--- config.mk ---
export PLATFORM = sky130hd
export DESIGN_NAME = xform_sequencer
export DESIGN_NICKNAME = d
export VERILOG_FILES = /design/src/rtl/xform_seq_pkg.sv /design/src/rtl/xform_lane.sv /design/src/rtl/xform_sequencer.sv
export SDC_FILE = /design/constraint.sdc
export NUM_CORES = 1
export LEC_CHECK = 0
export ABC_AREA = 1
export CAP_MARGIN = 25
export CORE_ASPECT_RATIO = 0.7
export CORE_UTILIZATION = 40
export CTS_BUF_LIST = sky130_fd_sc_hd__clkbuf_4 sky130_fd_sc_hd__clkbuf_8 sky130_fd_sc_hd__clkbuf_16
export DETAILED_ROUTE_END_ITERATION = 10
export GPL_ROUTABILITY_DRIVEN = 0
export HOLD_SLACK_MARGIN = 0.1
export PLACE_DENSITY = 0.66
export SLEW_MARGIN = 0
export SYNTH_ARGS = -nofsm -noshare
export SYNTH_HDL_FRONTEND = slang
export SYNTH_SLANG_ARGS = --single-unit
export TNS_END_PERCENT = 30
--- constraint.sdc ---
create_clock -name clk -period 1.6 [get_ports clk]
set_input_delay 0.16 -clock clk [delete_from_list [all_inputs] [get_ports clk]]
set_output_delay 0.16 -clock clk [all_outputs]
set_load 0.01 [all_outputs]
--- src/rtl/xform_seq_pkg.sv ---
// Shared types and reset geometry for the pass/invert frame sequencer.
package xform_seq_pkg;

    typedef enum logic [1:0] {
        IDLE     = 2'd0,
        RUN      = 2'd1,
        STOPPING = 2'd2
    } state_t;

    localparam int RST_PERIOD = 7;
    localparam int RST_PASS   = 5;

endpackage

--- src/rtl/xform_lane.sv ---
// Registered pass/invert data lane; holds its value while disabled.
module xform_lane #(
    parameter int WIDTH = 8
) (
    input  logic             clk,
    input  logic             i_clear,
    input  logic             i_en,
    input  logic             i_invert_en,
    input  logic [WIDTH-1:0] i_data,
    output logic [WIDTH-1:0] o_data
);

    // Output register: pass or invert the input on active beats, hold otherwise.
    always_ff @(posedge clk) begin
        if (i_clear) begin
            o_data <= {WIDTH{1'b0}};
        end else if (i_en) begin
            o_data <= i_invert_en ? ~i_data : i_data;
        end
    end

endmodule

--- src/rtl/xform_sequencer.sv ---
// Frame sequencer: FSM, beat counter, pending/active geometry and frame counter
// driving a pass/invert lane.
module xform_sequencer
    import xform_seq_pkg::*;
#(
    parameter int WIDTH = 8,
    parameter int CNT_W = 3
) (
    input  logic             clk,
    input  logic             clear,
    input  logic             cfg_valid,
    output logic             cfg_ready,
    input  logic [CNT_W-1:0] cfg_period,
    input  logic [CNT_W-1:0] cfg_pass,
    input  logic             start,
    input  logic             stop,
    input  logic [WIDTH-1:0] cct_input,
    output logic [WIDTH-1:0] cct_output,
    output logic             busy,
    output logic             invert_en,
    output logic             frame_start,
    output logic [7:0]       frame_count
);

    state_t           r_state;
    logic [CNT_W-1:0] r_count;
    logic [CNT_W-1:0] r_act_period;
    logic [CNT_W-1:0] r_act_pass;
    logic [CNT_W-1:0] r_pend_period;
    logic [CNT_W-1:0] r_pend_pass;
    logic             r_pend_valid;
    logic [7:0]       r_frame_count;

    logic             w_busy;
    logic             w_last;
    logic             w_pass_beat;
    logic             w_apply;
    logic [CNT_W-1:0] w_count_nxt;

    assign w_busy      = (r_state != IDLE);
    assign w_last      = w_busy && (r_count == r_act_period);
    assign w_pass_beat = (r_count < r_act_pass);
    assign w_count_nxt = w_last ? {CNT_W{1'b0}} : (r_count + CNT_W'(1));
    // New geometry lands only between frames so a frame never changes shape.
    assign w_apply     = r_pend_valid && ((r_state == IDLE) || w_last);

    // Framing FSM and beat counter.
    always_ff @(posedge clk) begin
        if (clear) begin
            r_state <= IDLE;
            r_count <= {CNT_W{1'b0}};
        end else begin
            case (r_state)
                IDLE: begin
                    r_count <= {CNT_W{1'b0}};
                    if (start) begin
                        r_state <= RUN;
                    end
                end
                RUN: begin
                    r_count <= w_count_nxt;
                    if (stop) begin
                        r_state <= STOPPING;
                    end
                end
                STOPPING: begin
                    if (start) begin
                        r_state <= RUN;
                        r_count <= w_count_nxt;
                    end else if (w_last) begin
                        r_state <= IDLE;
                        r_count <= {CNT_W{1'b0}};
                    end else begin
                        r_count <= w_count_nxt;
                    end
                end
                default: begin
                    r_state <= IDLE;
                    r_count <= {CNT_W{1'b0}};
                end
            endcase
        end
    end

    // Config handshake: capture into pending, promote to active between frames.
    always_ff @(posedge clk) begin
        if (clear) begin
            r_act_period  <= CNT_W'(RST_PERIOD);
            r_act_pass    <= CNT_W'(RST_PASS);
            r_pend_period <= {CNT_W{1'b0}};
            r_pend_pass   <= {CNT_W{1'b0}};
            r_pend_valid  <= 1'b0;
        end else if (w_apply) begin
            r_act_period <= r_pend_period;
            r_act_pass   <= r_pend_pass;
            r_pend_valid <= 1'b0;
        end else if (cfg_valid && !r_pend_valid) begin
            r_pend_period <= cfg_period;
            r_pend_pass   <= cfg_pass;
            r_pend_valid  <= 1'b1;
        end
    end

    // Completed-frame counter, free-wrapping.
    always_ff @(posedge clk) begin
        if (clear) begin
            r_frame_count <= 8'd0;
        end else if (w_last) begin
            r_frame_count <= r_frame_count + 8'd1;
        end
    end

    xform_lane #(
        .WIDTH(WIDTH)
    ) u_lane (
        .clk         (clk),
        .i_clear     (clear),
        .i_en        (w_busy),
        .i_invert_en (!w_pass_beat),
        .i_data      (cct_input),
        .o_data      (cct_output)
    );

    assign cfg_ready   = !r_pend_valid;
    assign busy        = w_busy;
    assign invert_en   = w_busy && !w_pass_beat;
    assign frame_start = w_busy && (r_count == {CNT_W{1'b0}});
    assign frame_count = r_frame_count;

endmodule

==> impl_metrics.env <==
export IMPL_status="completed"
export IMPL_wl_per_cell_um=11.1
export IMPL_finalSetupViolations=0
export IMPL_path_clk_slew_ns=0.07
export IMPL_synth_async_reset_ratio=0
export IMPL_final_nets=313
export IMPL_fmax_mhz=650
export IMPL_synth_seq_area_share=0.407
export IMPL_start_kind="flop"
export IMPL_cp_slowest_cell="dfxtp_1"
export IMPL_antenna_found_initial=0
export IMPL_syn_area_mm2=0.00167
export IMPL_cap_violations=0
export IMPL_grt_use_total=0.189
export IMPL_dieArea_mm2=0.00445
export IMPL_reg2reg_depth=9
export IMPL_critPathMaxStageDelay_ns=0.33
export IMPL_arrival_ns=1.38
export IMPL_ys_flop_type="dfxtp_1"
export IMPL_htreeDepth=2
export IMPL_drive_above_1_share=0.161
export IMPL_syn_num_nets=256
export IMPL_ioPinCount=39
export IMPL_overflow=0
export IMPL_cp_data_required_time_ns=1.44
export IMPL_worstHoldEndpoint="r_act_period[0]"
export IMPL_fin_crit_sh=0.961
export IMPL_placementRows=19
export IMPL_p_clk_frac=0.199
export IMPL_hold_path_class="reg -> reg"
export IMPL_reg2reg_to="r_state[0]"
export IMPL_final_antenna_net_count=0
export IMPL_switchingPower_mw=1.19
export IMPL_switching_share=0.358
export IMPL_critical_path_class="reg -> out"
export IMPL_cts_sinks=34
export IMPL_slew_headroom=0.783
export IMPL_endpoint_kind="output pin"
export IMPL_antenna_cells=0
export IMPL_grt_use_met2=0.271
export IMPL_grt_pass1_wl_um=6590
export IMPL_multi_input_area_um2=873
export IMPL_stdcell_count=338
export IMPL_area_growth_pct=40.6
export IMPL_firstDrtPassIters=4
export IMPL_rrSetupSlack_ns=0.08
export IMPL_met1_usage=0.272
export IMPL_die_x_um=79.3
export IMPL_fillers=376
export IMPL_avgViaCountPerCell=4.62
export IMPL_regArea_um2=683
export IMPL_die_y_um=56.1
export IMPL_cts_root_buf="clkbuf_8"
export IMPL_r2r_start="r_state[0]"
export IMPL_drt_iter0_drc=64
export IMPL_yosys_area_top_type="dfxtp_1"
export IMPL_ir_drop_mv=0.711
export IMPL_top_usage_layer="met1"
export IMPL_dp_cells=329
export IMPL_synthCells=228
export IMPL_worst_pin_slew_ns=0.325
export IMPL_power_internal_mw=2.13
export IMPL_crit_chain="inv_1 > ha_2 > inv_2 > nand2_1 > nor2_2 > clkdlybuf4s15_2"
export IMPL_synth_top_area_frac=0.407
export IMPL_power_leakage_nw=1.10
export IMPL_crit_cells=6
export IMPL_path_max_fanout=4
export IMPL_ys_ff_latch=34
export IMPL_synth_edf_count=0
export IMPL_pwr_share_seq=0.347
export IMPL_combPwrFrac=0.453
export IMPL_clk_latency_ns=0.29
export IMPL_syn_area_per_cell_um2=7.33
export IMPL_yosys_cell_types_count=26
export IMPL_drc=0
export IMPL_cts_tree="done"
export IMPL_hpwl_um=2830
export IMPL_drt_wl_total_um=3740
export IMPL_cts_hold_buf=0
export IMPL_clk_path_buf_depth=2
export IMPL_synthTopCellsByArea="dfxtp_1 41%, nand2_1 9.2%, nor2_1 8.3%, inv_1 7.0%, ha_1 6.7%"
export IMPL_cts_buffers=5
export IMPL_rsz0062_at_grt="true"
export IMPL_finalWorstSetupSlack_ns=0.0617
export IMPL_holdPathStages=2
export IMPL_synth_warnings=0
export IMPL_crit_family="buffers and inverters"
export IMPL_vias=1563
export IMPL_p_per_area_mw_per_mm2=1410
export IMPL_timing_final_hold_violations=0
export IMPL_grt_max_degree=16
export IMPL_core_area_mm2=0.00397
export IMPL_path_buf_inv=3
export IMPL_grt_pass1_vias=1471
export IMPL_grt_use_met3=0.0541
export IMPL_numPortBuffers=38
export IMPL_initial_core_util=0.421
export IMPL_fin_crit_ns=1.54
export IMPL_post_place_ws_ns=-0.101
export IMPL_min_delay_start="r_pend_period[0]"
export IMPL_drv_slew=0
export IMPL_crit_start="r_state[0]"
export IMPL_skew_ns=0.00605
-- metal layers --
metal,vias to the layer above,part of all wire
met3,5,0.054
met1,691,0.53
li1,828,-
met2,39,0.41
met4,0,0.0077
met5,-,0
-- cell usage in the layout (no fill, tap or decap), drive strengths merged, types with 9 or more instances in the layout --
cell type and count:
xor2 10, nand2 44, a21oi 13, dfxtp 34, ha 9, buf 19
o21ai 18, nor2 38, clkdlybuf4s50 35, nand3 12, inv 32
-- synth_stat cells, types with 2 or more instances --
cell	number
a21oi_1	12
buf_2	2
clkbuf_1	3
dfxtp_1	34
ha_1	9
inv_1	31
nand2_1	41
nand2_2	2
nand3_1	12
nand4_1	2
nor2_1	37
nor3_1	2
o21ai_0	18
xnor2_1	2
xor2_1	10
-- per-stage QoR --
stage / area, um^2 / utilization / TNS (ns) / hold slack [ns] / power [mW]
floorplan: 1670 / - / 0 / 0.325 / 1.91
global placement: 2210 / 0.557 / -0.0714 / 0.441 / 2.57
detailed placement: 2210 / 0.557 / -0.159 / 0.451 / 2.60
CTS: 2330 / 0.587 / 0 / 0.466 / 3.29
global route: 2350 / 0.592 / -0.00660 / 0.491 / 3.58
finish: 2350 / 0.592 / 0 / 0.468 / 3.31
-- registers in the layout, indices dropped and copies added, names as in the netlist --
register	flops
r_act_period	3
u_lane.o_data	8
r_pend_period	3
frame_count	8
r_pend_valid	1
r_count	3
r_pend_pass	3
r_act_pass	3
r_state	2
-- worst max-delay path by stage --
stage                                  end
final                          frame_start
after global routing             invert_en
after CTS                      frame_start
after detailed placement         invert_en
after global placement           invert_en
after floorplan           u_lane.o_data[0]
-- worst min-delay path, stage by stage (launching register included) --
cell	delay (ns)
dfxtp_1	0.33
nand2_1	0.05
nand3_1	0.06
-- repair_timing --
item / in CTS / in global routing
setup buffers: 0 / 1
gates cloned: 0 / 0
pin swaps: 1 / 0
setup endpoints to repair: 11 / 15
gates resized for setup: 16 / 3
-- power groups by stage --
stage          sequential, mW  combinational, mW  clock, mW
3_3_place_gp             1.16               1.41          0
5_1_grt                  1.17               1.71      0.706
3_5_place_dp             1.16               1.44          0
6_report                 1.15               1.50      0.660
4_1_cts                  1.15               1.47      0.678
2_1_floorplan            1.21              0.703          0
-- cell families (layout without fill, tap and decap cells) --
kind of cell	Yosys count	count (layout)	share of synthesized area
AOI/OAI and AO/OA	33	33	0.104
xor gates and xnor gates	13	13	0.0726
buffers and inverters	38	96	0.0913
DFF	34	34	0.407
and+or+nand+nor	101	101	0.257
adders and majority gates	9	9	0.0674
-- layout make-up --
type | instances | share of cell area
Multi-Input combinational cell | 156 | 0.371
Sequential cell | 34 | 0.291
Timing Repair Buffer | 56 | 0.219
Inverter | 32 | 0.0511
Clock buffer | 6 | 0.0351
Tap cell | 52 | 0.0277
Clock inverter | 2 | 0.00532
No activity file was read; power rests on OpenSTA's default activity.
